--- config.mk ---
export PLATFORM = sky130hd
export DESIGN_NAME = axi_write_master
export DESIGN_NICKNAME = d
export VERILOG_FILES = /design/src/rtl/axi_write_master_pkg.sv /design/src/rtl/axi_wr_beat_counter.sv /design/src/rtl/axi_write_master.sv
export SDC_FILE = /design/constraint.sdc
export NUM_CORES = 1
export LEC_CHECK = 0
export ABC_AREA = 1
export BUFFER_PORTS_ARGS = -buffer_cell sky130_fd_sc_hd__clkbuf_2
export CAP_MARGIN = 20
export CORE_UTILIZATION = 39
export CTS_CLUSTER_SIZE = 28
export DETAILED_ROUTE_END_ITERATION = 10
export GPL_TIMING_DRIVEN = 0
export PLACE_DENSITY = 0.8
export SETUP_SLACK_MARGIN = 0.5
export SYNTH_ARGS = -nofsm -noshare
export SYNTH_HDL_FRONTEND = slang
export SYNTH_SLANG_ARGS = --single-unit
--- constraint.sdc ---
create_clock -name a_clk -period 2.25 [get_ports a_clk]
set_clock_uncertainty 0.2 [all_clocks]
set_input_delay 0.5625 -clock a_clk [delete_from_list [all_inputs] [get_ports a_clk]]
set_output_delay 0.5625 -clock a_clk [all_outputs]
set_load 0.005 [all_outputs]
--- src/rtl/axi_write_master_pkg.sv ---
// Shared types and constants for the single-outstanding AXI3 write master.
// Optional alignment check macro: AXI_WR_MASTER_ALIGN_CHECK_EN.
package axi_write_master_pkg;

    localparam int unsigned MAX_SIZE = 2;
    localparam int unsigned ID_W     = 4;
    localparam int unsigned ADDR_W   = 32;
    localparam int unsigned DATA_W   = 32;
    localparam int unsigned STRB_W   = 4;
    localparam int unsigned LEN_W    = 4;
    localparam int unsigned SIZE_W   = 3;
    localparam int unsigned BURST_W  = 2;
    localparam int unsigned RESP_W   = 2;

    typedef enum logic [1:0] {
        IDLE  = 2'd0,
        BURST = 2'd1,
        RESP  = 2'd2,
        DONE  = 2'd3
    } state_t;

    localparam logic [RESP_W-1:0] OKAY   = 2'b00;
    localparam logic [RESP_W-1:0] SLVERR = 2'b10;
    localparam logic [RESP_W-1:0] DECERR = 2'b11;

    localparam logic [BURST_W-1:0] FIXED = 2'b00;
    localparam logic [BURST_W-1:0] INCR  = 2'b01;
    localparam logic [BURST_W-1:0] WRAP  = 2'b10;

    // Latched burst command, also the source of the AW channel fields.
    typedef struct packed {
        logic [ID_W-1:0]    id;
        logic [ADDR_W-1:0]  addr;
        logic [LEN_W-1:0]   len;
        logic [SIZE_W-1:0]  size;
        logic [BURST_W-1:0] burst;
    } cmd_t;

    // A command is legal when its size fits the bus and its address is size-aligned.
    function automatic logic cmd_is_legal(input logic [ADDR_W-1:0] addr,
                                          input logic [SIZE_W-1:0] size);
        logic [ADDR_W-1:0] mask;
        mask = (ADDR_W'(1) << size) - ADDR_W'(1);
        return (32'(size) <= MAX_SIZE) && ((addr & mask) == '0);
    endfunction

endpackage

--- src/rtl/axi_wr_beat_counter.sv ---
// Counts accepted W beats of the current burst and flags the last one.
import axi_write_master_pkg::*;

module axi_wr_beat_counter (
    input  logic             i_clk,
    input  logic             i_reset,
    input  logic             i_clear,
    input  logic             i_beat,
    input  logic [LEN_W-1:0] i_len,
    output logic             o_last,
    output logic             o_done
);

    logic [LEN_W-1:0] r_cnt;
    logic             r_done;

    // Counter parks at i_len once the last beat is taken, so it never wraps.
    always_ff @(posedge i_clk) begin
        if (i_reset) begin
            r_cnt  <= '0;
            r_done <= 1'b0;
        end else if (i_clear) begin
            r_cnt  <= '0;
            r_done <= 1'b0;
        end else if (i_beat) begin
            if (r_cnt == i_len) begin
                r_done <= 1'b1;
            end else begin
                r_cnt <= r_cnt + LEN_W'(1);
            end
        end
    end

    assign o_last = (r_cnt == i_len);
    assign o_done = r_done;

endmodule

--- src/rtl/axi_write_master.sv ---
// Single-outstanding AXI3 write master: one AW, a stream of W beats, one B, then a done record.
// Define AXI_WR_MASTER_ALIGN_CHECK_EN to reject oversized or misaligned commands with SLVERR.
import axi_write_master_pkg::*;

module axi_write_master (
    input  logic               a_clk,
    input  logic               a_reset,
    input  logic               cmd_valid,
    output logic               cmd_ready,
    input  logic [ID_W-1:0]    cmd_id,
    input  logic [ADDR_W-1:0]  cmd_addr,
    input  logic [LEN_W-1:0]   cmd_len,
    input  logic [SIZE_W-1:0]  cmd_size,
    input  logic [BURST_W-1:0] cmd_burst,
    input  logic               src_valid,
    output logic               src_ready,
    input  logic [DATA_W-1:0]  src_data,
    input  logic [STRB_W-1:0]  src_strb,
    output logic [ID_W-1:0]    aw_id,
    output logic [ADDR_W-1:0]  aw_addr,
    output logic [LEN_W-1:0]   aw_len,
    output logic [SIZE_W-1:0]  aw_size,
    output logic [BURST_W-1:0] aw_burst,
    output logic               aw_valid,
    input  logic               aw_ready,
    output logic [ID_W-1:0]    w_id,
    output logic [DATA_W-1:0]  w_data,
    output logic [STRB_W-1:0]  w_strb,
    output logic               w_last,
    output logic               w_valid,
    input  logic               w_ready,
    input  logic [ID_W-1:0]    b_id,
    input  logic [RESP_W-1:0]  b_resp,
    input  logic               b_valid,
    output logic               b_ready,
    output logic               done_valid,
    input  logic               done_ready,
    output logic [ID_W-1:0]    done_id,
    output logic [RESP_W-1:0]  done_resp
);

    state_t              r_state;
    cmd_t                r_cmd;
    logic                r_aw_pend;
    logic [RESP_W-1:0]   r_done_resp;

    cmd_t                w_cmd_in;
    logic                w_in_burst;
    logic                w_accept;
    logic                w_beat_open;
    logic                w_beat_fire;
    logic                w_aw_fire;
    logic                w_last_beat;
    logic                w_beats_done;

    assign w_cmd_in = '{id: cmd_id, addr: cmd_addr, len: cmd_len,
                        size: cmd_size, burst: cmd_burst};

    // Ready is held low while reset is asserted so nothing is accepted in the reset cycle.
    assign cmd_ready   = (r_state == IDLE) && !a_reset;
    assign w_accept    = cmd_valid && cmd_ready;
    assign w_in_burst  = (r_state == BURST);
    assign w_beat_open = w_in_burst && !w_beats_done;
    assign w_aw_fire   = r_aw_pend && aw_ready;
    assign w_beat_fire = w_valid && w_ready;

    // W channel is a gated pass-through of the source stream during the burst.
    assign w_valid   = w_beat_open && src_valid;
    assign src_ready = w_beat_open && w_ready;
    assign w_data    = w_in_burst ? src_data : '0;
    assign w_strb    = w_in_burst ? src_strb : '0;
    assign w_last    = w_in_burst && w_last_beat;
    assign w_id      = r_cmd.id;

    assign aw_valid  = r_aw_pend;
    assign aw_id     = r_cmd.id;
    assign aw_addr   = r_cmd.addr;
    assign aw_len    = r_cmd.len;
    assign aw_size   = r_cmd.size;
    assign aw_burst  = r_cmd.burst;

    assign b_ready    = (r_state == RESP);
    assign done_valid = (r_state == DONE);
    assign done_id    = r_cmd.id;
    assign done_resp  = r_done_resp;

    axi_wr_beat_counter u_beat_counter (
        .i_clk   (a_clk),
        .i_reset (a_reset),
        .i_clear (w_accept),
        .i_beat  (w_beat_fire),
        .i_len   (r_cmd.len),
        .o_last  (w_last_beat),
        .o_done  (w_beats_done)
    );

    always_ff @(posedge a_clk) begin
        if (a_reset) begin
            r_state     <= IDLE;
            r_cmd       <= '0;
            r_aw_pend   <= 1'b0;
            r_done_resp <= OKAY;
        end else begin
            case (r_state)
                IDLE: begin
                    if (w_accept) begin
                        r_cmd       <= w_cmd_in;
                        r_done_resp <= OKAY;
`ifdef AXI_WR_MASTER_ALIGN_CHECK_EN
                        if (!cmd_is_legal(cmd_addr, cmd_size)) begin
                            r_state     <= DONE;
                            r_done_resp <= SLVERR;
                        end else begin
                            r_state   <= BURST;
                            r_aw_pend <= 1'b1;
                        end
`else
                        r_state   <= BURST;
                        r_aw_pend <= 1'b1;
`endif
                    end
                end
                BURST: begin
                    if (w_aw_fire) begin
                        r_aw_pend <= 1'b0;
                    end
                    // Leave once both the address and the final beat have handshaked.
                    if ((!r_aw_pend || w_aw_fire) &&
                        (w_beats_done || (w_beat_fire && w_last_beat))) begin
                        r_state <= RESP;
                    end
                end
                RESP: begin
                    if (b_valid) begin
                        r_done_resp <= (b_id != r_cmd.id) ? SLVERR : b_resp;
                        r_state     <= DONE;
                    end
                end
                DONE: begin
                    if (done_ready) begin
                        r_state <= IDLE;
                    end
                end
                default: r_state <= IDLE;
            endcase
        end
    end

endmodule

# After elaboration in Yosys (flattened, before gate mapping)
# Cells that the tools add are included.
# Widths: inputs -> output; s select.
[totals]
inputBits = 95
memories = 0
latchBits = 0
regBits = 55
mem_bits_rw = 0
mem_bits_ro = 0
[classes]
eq_ne = 10
mul = 0
magnitude_cmp = 0
bitwise = 1
reduce_logical = 25
n_mux = 14
shift = 0
n_div = 0
add_sub_neg = 1
[op_table]
columns = ["operator", "count"]
rows = [
  ["$mux 32", 1],
  ["$mux 2", 7],
  ["$logic_and 1x1->1", 10],
  ["$ne 2x1->1 const B", 4],
  ["$pmux 2 s4", 1],
  ["$reduce_and 2->1", 3],
  ["$reduce_and 3->1", 2],
  ["$add 4x1->4 const B", 1],
  ["$eq 2x2->1 const B", 2],
  ["$eq 4x4->1", 1],
  ["$mux 4", 1],
  ["$ne 4x4->1", 1],
  ["$pmux 2 s2", 1],
  ["$reduce_and 4->1", 1],
  ["$reduce_bool 2->1", 2],
  ["$logic_not 1->1", 3],
  ["$eq 2x1->1 const B", 1],
  ["$logic_not 2->1", 1],
  ["$logic_or 1x1->1", 2],
  ["$mux 1", 2],
  ["$ne 2x2->1 const B", 1],
  ["$pmux 1 s2", 1],
  ["$reduce_or 2->1", 1],
  ["$not 1->1", 1],
]

# Longest topological paths before layout
[depth]
ltp_word = 9
mapped_depth = 11
ltp_nobuf = 11

# By module
# From an unflattened synthesis, not the netlist that was laid out.
[unflattened]
cells_unflattened = 424
hier_area_um2 = 2728.9
[modules_own_cells]
columns = ["module", "area_per_inst_um2", "seq_area_each_um2", "cells_each", "instances"]
rows = [
  ["axi_write_master", 2408.6, 1001.0, 369, 1],
  ["axi_wr_beat_counter", 320.3, 100.1, 55, 1],
]

# Least setup slack after synthesis
# Ideal clock, no wire load.
[synth_path]
kind = "reg2out"
from = "register r_state[1]"
to = "output w_data[10]"
t_arrival_ns = 1.267
stages_incl_launch_ff = 7
slack_ns = 0.220
cell_sequence = "dfxtp_1 inv_1 ha_1 clkbuf_1 clkbuf_1 nand2_1 inv_1"
[synth_via]
elab_chain_cells = 2
[synth_rtl]
columns = ["item", "line", "rtl"]
rows = [
  ["from (decl)", "axi_write_master.sv:42", "state_t r_state;"],
  ["from (signal assigned)", "axi_write_master.sv:99", "r_state <= IDLE;"],
  ["from (signal assigned)", "axi_write_master.sv:118", "r_state <= BURST;"],
  ["from (signal assigned)", "axi_write_master.sv:130", "r_state <= RESP;"],
  ["$eq 2x1->1", "axi_write_master.sv:62", "assign w_in_burst = (r_state == BURST);"],
  ["$mux 32", "axi_write_master.sv:70", "assign w_data = w_in_burst ? src_data : '0;"],
  ["to (decl)", "axi_write_master.sv:27", "output logic [DATA_W-1:0] w_data,"],
]
# No other way between the ends.

# Final worst setup path
[layout_path]
from = "register r_state[1]"
to = "output w_data[29]"
# Same word-level chain as after synthesis.

==> results.json <==
{
  "cp-start-kind": "register",
  "antenna_found_initial": 0,
  "fin_crit_ns": 2.19,
  "layout_worst_path_cycle_share_pct": 97.4,
  "die_x_um": 80.5,
  "nNetsFinal": 644,
  "crit_top_cell": "clkbuf_16",
  "hold_buffers": 0,
  "status": "finished clean",
  "busiest_layer": "met2",
  "met1_usage_pct": 24.5,
  "yosys_register_bits": 55,
  "use_met3_pct": 7.27,
  "synth.largest_area_cell": "dfxtp_1",
  "synthesis.yosys.warnings": 0,
  "via_count": 3008,
  "dr.pass1.iters": 4,
  "drv_cap": 0,
  "hp-class": "in2reg",
  "crit_chain": "inv_2 > ha_4 > clkbuf_16 > clkbuf_16 > nand2_4 > inv_4 > clkbuf_2",
  "vdd_drop_max_v": 0.000701,
  "crit_type": "reg2out",
  "drcViolationCount": 0,
  "area_growth_pct": 91.5,
  "crit_arrival_ns": 1.43,
  "slowest_delay_ns": 0.36,
  "tightest_slew_ns": 0.231,
  "slew_headroom_pct": 84.6,
  "cts_tree": "built",
  "wire_per_inst_um": 15.6,
  "synth_area_um2": 2410,
  "io-pin-count": 193,
  "avgSynthCellArea_um2": 8.05,
  "rows": 28,
  "path_max_fanout": 5,
  "drt_iter0_markers": 107,
  "synth.top_cells.by_area": "dfxtp_1 (46%), a22o_1 (14%), nand2_1 (11%), inv_1 (9.2%), buf_4 (3.4%)",
  "required_ns": 1.49,
  "setup_tns_ns": 0,
  "wirelength_mm": 9.68,
  "synth_cell_types": 25,
  "synthesis.nets": 400,
  "setup.worst_path.end_class": "primary output",
  "antenna_cells": 0,
  "dp_hpwl_mm": 6.13,
  "power.density_nw_per_um2": 897,
  "grt_pass1_vias": 2944,
  "grt_use_total_pct": 27.6,
  "instances_no_fill": 619,
  "nFillCells": 407,
  "clock-sinks": 55,
  "portBuffers": 192,
  "fp.dieArea_um2": 6490,
  "clk_latency_ns": 0.31,
  "gr-total-overflow": 0,
  "root_buffer": "clkbuf_8",
  "dp_cells": 566,
  "ys_seq_area_share_pct": 45.8,
  "viasPerCell": 4.86,
  "finalSetupViolCount": 0,
  "clockBufferDepth": 2,
  "drv_slew": 0,
  "utilization_pct": 77.8,
  "power.leakage_nw": 2.67,
  "yosysTopAreaCellShare_pct": 45.8,
  "cpLargestDelayFamily": "buffers and inverters",
  "die_h_um": 80.5,
  "grt_max_degree": 17,
  "core_um2": 5920,
  "cts.clk_slew.worst_paths_ns": 0.10,
  "fmax_mhz": 456,
  "crit_path_top_delay_cell": "dfxtp_2",
  "place.gp.congestion": 0.778,
  "hold_viol_final": 0,
  "h-tree-depth": 2,
  "syn_inst": 299,
  "met2_usage_pct": 54.7,
  "grt_setup_unrepaired": "yes",
  "numCtsBuffers": 5,
  "drive_gt1_share_pct": 66.5,
  "cp_num_buf_inv": 5,
  "ant_nets": 0,
  "grt_first_pass_wirelength_mm": 13.5,
  "start_util_pct": 40.6
}
==> synth_stat cells, drive strengths merged <==
library cell / number
buf: 16
nor2: 14
nor3: 2
a22o: 39
ha: 6
xnor2: 4
dfxtp: 55
a22oi: 1
nand3b: 1
nand3: 5
nand2: 69
o21ai: 11
o22ai: 1
a32o: 1
clkbuf: 4
inv: 60
nand4: 1
a21oi: 9
==> final timing paths <==
kind	from	endpoint	slack, ns	cells past startpoint
max reg2reg	r_state[1]$_SDFFE_PP0P_	done_resp[0]$_SDFFE_PP0P_	0.24	14
min	cmd_len[1]	aw_len[1]$_SDFFE_PP0P_	0.25	3
max	r_state[1]$_SDFFE_PP0P_	w_data[29]	0.06	7
min reg2reg	done_resp[1]$_SDFFE_PP0P_	done_resp[1]$_SDFFE_PP0P_	0.28	2
==> flip-flops by register name, indices dropped and copies added, names as in the netlist <==
signal and count:
aw_addr 32, aw_burst 2, aw_id 4, aw_len 4
aw_size 3, aw_valid 1, done_resp 2, r_state 2
u_beat_counter.o_done 1, u_beat_counter.r_cnt 4
==> power by group <==
part / leakage, nW / total (W) / internal, W / switching (W)
Sequential: 0.456 / 0.00131 / 0.00117 / 0.000137
Combinational: 2.16 / 0.00225 / 0.00120 / 0.00105
Clock: 0.0484 / 0.000570 / 0.000253 / 0.000317
==> timing repair <==
| item | 4_1_cts | 5_1_grt |
|---|---|---|
| resized for setup | 138 | 74 |
| pin swaps | 50 | 17 |
| gates cloned | 12 | 0 |
| setup endpoints to repair | 96 | 101 |
| buffers inserted | 23 | 10 |
==> logic make-up after synthesis <==
kind of cell	after synthesis	share of synthesized area [%]
AND/OR/NAND/NOR	92	15.6
buffers and inverters	80	14.7
adder cells (fa/ha/maj)	6	3.12
XOR/XNOR	4	1.46
flip-flops	55	45.8
AO/OA/AOI/OAI	62	19.3
==> stage by stage <==
stage	setup WS, ns	hold WS, ns	power (W)	instance area [µm²]
2_1_floorplan	0.479	0.254	0.00199	2440
3_3_place_gp	0.277	0.254	0.00255	3490
3_5_place_dp	0.243	0.253	0.00259	3490
4_1_cts	0.0996	0.255	0.00376	4270
5_1_grt	0.0245	0.250	0.00436	4610
6_report	0.0580	0.246	0.00413	4610
==> cells in the final DEF (no fill, tap or decap), drive strengths merged <==
| cell type | n |
|---|---|
| nand4 | 1 |
| nand3 | 5 |
| nor2 | 15 |
| o22ai | 1 |
| o21ai | 11 |
| nand3b | 1 |
| dfxtp | 55 |
| nor3 | 2 |
| a21oi | 9 |
| a32o | 1 |
| nand2 | 69 |
| a22o | 39 |
| buf | 72 |
| inv | 61 |
| clkbuf | 190 |
| a22oi | 1 |
| clkinv | 1 |
| ha | 6 |
| xnor2 | 4 |
==> worst reg2reg max path, stage by stage, from the launching register on <==
cell and delay [ns]:
dfxtp_2 0.34, inv_2 0.07, buf_4 0.11, buf_6 0.09, ha_4 0.14, inv_4 0.04
nor2_4 0.10, buf_6 0.13, nand2_8 0.07, buf_4 0.14, o21ai_2 0.06, o21ai_2 0.09
nor2_2 0.11, nand3b_1 0.09, a21oi_1 0.14
==> cell type report <==
| type | instances | area [µm²] | area share, % |
|---|---|---|---|
| inverter | 60 | 255 | 5.54 |
| tap | 75 | 93.8 | 2.04 |
| sequential | 55 | 1120 | 24.3 |
| clock buffer | 7 | 86.3 | 1.87 |
| multi-input combinational | 165 | 1310 | 28.3 |
| buffer | 20 | 243 | 5.27 |
| timing repair buffer | 235 | 1480 | 32.1 |
| timing repair inverter | 1 | 16.3 | 0.353 |
| clock inverter | 1 | 8.76 | 0.190 |
==> layer usage <==
layer | share of wire, % | wire (µm)
met5 | 0 | 0
met4 | 4.9 | 472
met3 | 7.6 | 736
met2 | 53 | 5110
met1 | 35 | 3360
(Power assumes the default switching activity.)
